<file path="src/rtl/bin2bcd_disp.sv">
// Binary-to-BCD converter for an eight-digit frequency display: double-dabble
// conversion with clamping, optional leading-zero blanking and decimal-point hints.
module bin2bcd_disp #(
    parameter bit BLANK_EN = 1'b1
) (
    input  logic        Clk,
    input  logic        Reset,
    input  logic [31:0] Bin_Data,
    input  logic        Bin_Valid,
    output logic [31:0] Disp_Data,
    output logic [2:0]  point_1,
    output logic [2:0]  point_2,
    output logic        Ovf,
    output logic        Busy,
    output logic        Done
);

    localparam logic [31:0] MAX_VAL    = 32'd99_999_999;
    localparam logic [26:0] MAX_VAL27  = 27'd99_999_999;
    localparam logic [31:0] RESET_DISP = BLANK_EN ? 32'hFFFF_FFF0 : 32'h0000_0000;
    localparam logic [4:0]  LAST_SHIFT = 5'd26;

    typedef enum logic [1:0] {
        IDLE   = 2'd0,
        SHIFT  = 2'd1,
        FORMAT = 2'd2
    } state_t;

    state_t      state_q;
    logic [26:0] sr_q;
    logic [31:0] acc_q;
    logic [4:0]  cnt_q;
    logic        clamp_q;
    logic        pend_q;
    logic [31:0] pend_data_q;
    logic [31:0] disp_q;
    logic [2:0]  point_1_q;
    logic [2:0]  point_2_q;
    logic        ovf_q;
    logic        busy_q;
    logic        done_q;

    logic [31:0] src_d;
    logic        src_ovf_d;
    logic [26:0] src_clamped_d;
    logic [31:0] acc_adj_d;
    logic [31:0] disp_d;
    logic [2:0]  point_1_d;
    logic [2:0]  point_2_d;

    // A fresh Bin_Valid in IDLE always beats the buffered value.
    always_comb begin
        src_d         = Bin_Valid ? Bin_Data : pend_data_q;
        src_ovf_d     = (src_d > MAX_VAL);
        src_clamped_d = src_ovf_d ? MAX_VAL27 : src_d[26:0];
    end

    genvar gi;
    generate
        for (gi = 0; gi < 8; gi++) begin : g_digit
            assign acc_adj_d[gi*4 +: 4] = (acc_q[gi*4 +: 4] >= 4'd5)
                                        ? acc_q[gi*4 +: 4] + 4'd3
                                        : acc_q[gi*4 +: 4];

            // A digit is blanked when it and every digit above it are zero.
            if (gi == 0) begin : g_units
                assign disp_d[3:0] = acc_q[3:0];
            end else begin : g_upper
                assign disp_d[gi*4 +: 4] = (BLANK_EN && !(|acc_q[31:gi*4]))
                                         ? 4'hF
                                         : acc_q[gi*4 +: 4];
            end
        end
    endgenerate

    // Thresholds follow from the finished BCD digits: >= 1_000 means any of
    // digits 3..7 is non-zero, >= 1_000_000 means any of digits 6..7 is.
    always_comb begin
        point_1_d = (|acc_q[31:12]) ? 3'd3 : 3'd0;
        point_2_d = (|acc_q[31:24]) ? 3'd6 : 3'd0;
    end

    always_ff @(posedge Clk) begin
        if (Reset) begin
            state_q     <= IDLE;
            sr_q        <= '0;
            acc_q       <= '0;
            cnt_q       <= '0;
            clamp_q     <= 1'b0;
            pend_q      <= 1'b0;
            pend_data_q <= '0;
            disp_q      <= RESET_DISP;
            point_1_q   <= '0;
            point_2_q   <= '0;
            ovf_q       <= 1'b0;
            busy_q      <= 1'b0;
            done_q      <= 1'b0;
        end else begin
            done_q <= 1'b0;

            if (busy_q && Bin_Valid) begin
                pend_q      <= 1'b1;
                pend_data_q <= Bin_Data;
            end

            case (state_q)
                IDLE: begin
                    if (Bin_Valid || pend_q) begin
                        sr_q    <= src_clamped_d;
                        clamp_q <= src_ovf_d;
                        acc_q   <= '0;
                        cnt_q   <= '0;
                        pend_q  <= 1'b0;
                        busy_q  <= 1'b1;
                        state_q <= SHIFT;
                    end
                end
                SHIFT: begin
                    acc_q <= 32'({acc_adj_d, sr_q[26]});
                    sr_q  <= {sr_q[25:0], 1'b0};
                    cnt_q <= cnt_q + 5'd1;
                    if (cnt_q == LAST_SHIFT) begin
                        state_q <= FORMAT;
                    end
                end
                FORMAT: begin
                    disp_q    <= disp_d;
                    point_1_q <= point_1_d;
                    point_2_q <= point_2_d;
                    ovf_q     <= clamp_q;
                    done_q    <= 1'b1;
                    busy_q    <= 1'b0;
                    state_q   <= IDLE;
                end
                default: begin
                    busy_q  <= 1'b0;
                    state_q <= IDLE;
                end
            endcase
        end
    end

    assign Disp_Data = disp_q;
    assign point_1   = point_1_q;
    assign point_2   = point_2_q;
    assign Ovf       = ovf_q;
    assign Busy      = busy_q;
    assign Done      = done_q;

endmodule

</file>
<file path="config.mk">
export PLATFORM = sky130hd
export DESIGN_NAME = bin2bcd_disp
export DESIGN_NICKNAME = d
export VERILOG_FILES = /design/src/rtl/bin2bcd_disp.sv
export SDC_FILE = /design/constraint.sdc
export NUM_CORES = 1
export LEC_CHECK = 0
export ABC_CLOCK_PERIOD_IN_PS = 2100
export BUFFER_PORTS_ARGS = -buffer_cell sky130_fd_sc_hd__buf_2
export CAP_MARGIN = 25
export CORE_ASPECT_RATIO = 1.75
export CORE_MARGIN = 10
export CORE_UTILIZATION = 45
export DETAILED_ROUTE_END_ITERATION = 16
export MAX_ROUTING_LAYER = met4
export SYNTH_ARGS = -nofsm -noshare
export SYNTH_HDL_FRONTEND = slang
export SYNTH_SLANG_ARGS = --single-unit
</file>
<file path="constraint.sdc">
create_clock -name Clk -period 2.1 [get_ports Clk]
set_input_delay 0.42 -clock Clk [delete_from_list [all_inputs] [get_ports Clk]]
set_output_delay 0.42 -clock Clk [all_outputs]
set_load 0.005 [all_outputs]
</file>
Yosys cells after proc, flatten, opt, wreduce, memory -nomap -nowiden:

Index checks and enable logic that the tools add are counted.

* input port bits: 35
* output and inout bits: 41
* register bits: 141
* word-level logic and storage cells: 86

* reductions and logical operators: 15
* bitwise gates (word level): 1
* magnitude comparators: 9
* add/sub/neg operators: 9
* muxes and demuxes: 34
* eq/ne operators: 5

Operator list (number)
* 32-bit two-way mux: 2
* 32-bit case mux with 2 select lines: 1
* 4-bit two-way mux: 14
* 27-bit two-way mux: 2
* 27-bit case mux with 2 select lines: 1
* 4-bit by 3-bit greater-or-equal comparator with 1-bit output (second input constant): 8
* 32-bit by 27-bit greater-than comparator with 1-bit output (second input constant): 1
* 4-bit by 2-bit adder with 4-bit output (second input constant): 7
* 28-bit OR reduction: 1
* 24-bit OR reduction: 1
* 20-bit OR reduction: 1
* 16-bit OR reduction: 1
* 12-bit OR reduction: 1
* 5-bit case mux with 2 select lines: 1
* 2-bit AND reduction: 4
* 8-bit OR reduction: 1
* 2-bit two-way mux: 3
* 3-bit two-way mux: 2
* 5-bit by 1-bit adder with 5-bit output (second input constant): 1
* 5-bit == test (second input constant): 1
* 1-bit two-way mux: 5
* 5-bit two-way mux: 1
* 2-bit != test (second input constant): 2
* 2-bit case mux with 2 select lines: 1
* other kinds (10): 10

Depth between registers and ports, before layout:

* depth in word-level cells: 5
* mapped depth: 8
* depth with buffers taken out: 7

Least setup slack after synthesis:

No wires, ideal clock.

* path kind: input to register
* start point: input Bin_Data[27]
* end point: register sr_q[15]
* setup slack: 0.102 ns
* data arrival time: 1.882 ns
* stages: 6
* buffers on the path: 1
* setup time: 0.116 ns
* required time: 1.984 ns
* cells stage by stage: or4_4 -> a2111oi_4 -> o221ai_2 -> buf_6 -> nor3_2 -> nor2_1

* longest elaborated chain between the ends: 5

RTL lines
* from (decl): line 8 `input logic [31:0] Bin_Data,`
* 32-bit two-way mux: line 53 `src_d = Bin_Valid ? Bin_Data : pend_data_q;`
* 32-bit by 27-bit greater-than comparator with 1-bit output: line 54 `src_ovf_d = (src_d > MAX_VAL);`
* 27-bit two-way mux: line 55 `src_clamped_d = src_ovf_d ? MAX_VAL27 : src_d[26:0];`
* 27-bit two-way mux: line 108 `if (Bin_Valid || pend_q) begin`
* 27-bit case mux with 2 select lines: line 106 `case (state_q)`
* to (signal assigned): line 109 `sr_q <= src_clamped_d;`
* to (signal assigned): line 120 `sr_q <= {sr_q[25:0], 1'b0};`
* to (decl): line 30 `logic [26:0] sr_q;`

Every way passes these cells. The select of a mux whose other input is x is not followed.
A chain may end at the register's enable or synchronous reset.

Worst setup path after layout:

* start point: register pend_data_q[27]
* end point: register sr_q[3]

* longest elaborated chain between the ends: 5

RTL lines
* from (decl): line 35 `logic [31:0] pend_data_q;`
* from (signal assigned): line 103 `pend_data_q <= Bin_Data;`
* 32-bit two-way mux: line 53
* 32-bit by 27-bit greater-than comparator with 1-bit output: line 54
* 27-bit two-way mux: line 55
* 27-bit two-way mux: line 108
* 27-bit case mux with 2 select lines: line 106

Every way passes these cells. The select of a mux whose other input is x is not followed.

==> flow_summary.yaml <==
run_status:
  result_of_the_run: "finished clean"
grt:
  globalRouteTotalUtil: 0.175
  grt_remaining_overflow: 0
  grt_max_degree: 57
  global_route_wire_length_before_repair_um: 29600
  grt_antenna_before_repair: 0
  first_global_vias: 6189
timing:
  fin_worst_skew_ps: 13.2
  min_period_ps: 1950
  max_freq_mhz: 514
  rsz_0062_raised_after_global_routing: "false"
  final_max_slew_viol_count: 0
  period_share: 0.927
  finalHoldWorstSlack_ps: 249
  slew_headroom: 0.518
  timing.final.setup_violations: 0
  tightest_slew_ps: 721
  finalHoldViolCount: 0
  final_critical_path_setup_slack_ps: 154
routing:
  route.detailed.drc: 0
  dr_total_vias: 6019
  vias_per_cell: 5.63
  drt-total-wl_um: 17500
  first_pass_iters: 4
  ant_nets: 0
  routedWlPerCell_um: 16.3
  drt-initial-drc-count: 286
logic_synthesis:
  synth_top_cell_by_area: "dfxtp_1"
  portion_of_the_post_synthesis_area_used_by_sequential_elements: 0.408
  ys_ff_latch: 137
  post_synth_inst_count: 794
  synth_ff_type: "dfxtp_1"
  yosysUniqueCellTypes: 58
  post_synth_most_frequent_cells: "137 x dfxtp_1, 111 x nand2_1, 79 x nor2_1"
  synthesis.yosys.warnings: 0
  synth.most_common_cell: "dfxtp_1"
  number_of_flops_mapped_to_enable_cells_by_yosys: 0
  synthesis.area_per_instance_um2: 8.47
  synth_area_mm2: 0.00672
  post-synth-top-area-fraction: 0.408
  asyncSetResetFlopFracSynth: 0
  ys_top_cells_by_area: "dfxtp_1 41%, nand2_1 6.2%, a21oi_1 4.8%"
placed_design:
  gpl.final_weighted_congestion: 0.811
  hpwlAfterDp_um: 12400
  detailed_place.area_mm2: 0.00748
  dp_slack_ps: -172
  numPlacedInstances: 1036
  numPortBuffers: 73
hold_path:
  holdPathStages: 3
  hold_path_end: "pend_data_q[0]"
  worstHoldPathType: "input pin to register"
  holdCritStartpoint: "Bin_Data[0]"
clock_network:
  cts.sinks: 137
  ctsRootBufferMaster: "clkbuf_16"
  tritoncts: "done"
  cts-root-to-sink-buffers: 2
  h-tree-depth: 4
  cts_buffers: 17
  clock_insertion_delay_worst_skew_ps: 420
  hold_buffers: 0
  clock_transition_at_the_register_clock_pins_on_the_worst_setup_and_hold_paths_after_cts_ps: 60
power_and_ir_drop:
  sw_share: 0.251
  power.total_mw: 6.52
  net_switching_power_mw: 1.64
  power.share.clock: 0.477
  power.share.combinational: 0.101
  powerDensity_mw_per_mm2: 802
  sequentialPowerShare: 0.423
  intPower_mw: 4.88
  vdd_ir_drop_max_uv: 556
  leakagePower_nw: 3.19
critical_path:
  required_time_at_the_endpoint_of_the_critical_path_ps: 2410
  timing.critical_path.fanout_max: 10
  reg2regPathDepth: 6
  critical_path.startpoint_type: "register"
  reg2reg_from: "pend_data_q[27]"
  r2r_end: "sr_q[3]"
  worst_setup_path_type: "register to register"
  worst-endpoint-arrival_ps: 2260
  worstSetupEndpointType: "register"
  timing.reg2reg.setup_slack_ps: 150
floorplan:
  floorplan.rows: 59
  floorplan.core_area_mm2: 0.0148
  dieWidth_um: 112
  floorplan.initialDensity: 0.455
  design.die.area_mm2: 0.0204
  floorplan.io_pins: 76
  die_height_um: 182
job:
  timing.max_cap.violations: 0
cells_and_area:
  area_delta_synth_final_pct: 20.9
  num-nets-final: 932
  final_layout_size_suffix_gt1_frac: 0.228
  final_area_mm2: 0.00813
  stdcell_count: 1069
  antenna-diode-count: 0
[power by group through the flow]
| stage | sequential [mW] | clock (mW) | combinational [mW] |
|---|---|---|---|
| 3_3_place_gp | 2.81 | 0 | 0.638 |
| 3_5_place_dp | 2.81 | 0 | 0.657 |
| 4_1_cts | 2.75 | 3.17 | 0.660 |
| 5_1_grt | 2.76 | 3.27 | 0.724 |
| 2_1_floorplan | 2.79 | 0 | 0.429 |
| 6_report | 2.75 | 3.11 | 0.657 |
[metrics by stage]
step | util | TNS, ps
floorplan | - | 0
global placement | 0.507 | -2260
detailed placement | 0.507 | -3050
CTS | 0.548 | 0
global route | 0.550 | 0
finish | 0.550 | 0
[cells in the final DEF, fill, tap and decap left out, types with 3 or more instances in the layout]
cell        instances
xnor2_1             9
ha_1               24
nand3_1             9
bufinv_16           3
nor3_1             35
a31o_1              7
nor3b_2             3
o21ai_0            31
o211ai_1            4
nand4_1             7
a211oi_1            5
mux2_2             26
mux2i_1             7
a22oi_1            29
nor2_1             78
buf_4              36
xor2_1              3
o2bb2ai_1          12
dfxtp_1           137
o21bai_1           15
buf_2              73
inv_1              19
o221ai_1            6
a21oi_1            65
clkinvlp_4          4
o32a_1              4
a211o_1            13
o22ai_1             9
clkbuf_16          17
inv_6               3
buf_12              7
nand2b_1           23
nor3_2             11
nand2_1           111
[layer usage]
layer  vias to the layer above  GRT usage  share of wire
met3                        24     0.0356          0.033
li1                       2962          -              -
met1                      2907      0.175           0.39
met5                         -          -              0
met4                         0     0.0622          0.020
met2                       126      0.327           0.56
[timing repair]
| item | CTS | global route |
|---|---|---|
| setup buffers | 0 | 0 |
| resized for setup | 0 | 5 |
| setup endpoints to repair | 0 | 4 |
[critical path, stage by stage, from the launching register on]
cell and delay [ps]:
dfxtp_1 310, or4_1 570, nor4b_2 320, o211ai_2 230
buf_12 210, o2bb2ai_1 140, nor2_1 50
[worst max-delay path by stage]
stage | start | end | depth (start not counted)
floorplan | Bin_Data[27] | sr_q[15] | 6
global placement | Bin_Data[27] | sr_q[13] | 7
detailed placement | Bin_Data[27] | sr_q[13] | 7
CTS | state_q[0] | sr_q[2] | 5
global route | pend_data_q[27] | sr_q[14] | 6
finish | pend_data_q[27] | sr_q[3] | 6
[cells by family after synthesis]
group / count (synthesis) / synth area share
AOI/OAI and AO/OA: 215 / 0.222
buffers and inverters: 77 / 0.0486
DFF: 137 / 0.408
muxes: 33 / 0.0540
adders and majority gates: 24 / 0.0447
xor gates and xnor gates: 12 / 0.0156
other: 1 / 0.000558
and+or+nand+nor: 295 / 0.206
[flip-flops by register name, indices dropped and copies added, names as in the netlist, 2 cells and up]
signal	count
sr_q	27
pend_data_q	32
acc_q	32
cnt_q	5
Disp_Data	32
state_q	2
[final cells by class]
class,instances,area [um^2]
Clock buffer,19,443
Clock inverter,13,169
Fill cell,1397,6640
Timing Repair Buffer,116,776
Inverter,20,75.1
Sequential cell,137,2740
Multi-Input combinational cell,581,3690
Tap cell,183,229
Note: power is estimated with default switching activity, not from simulation.
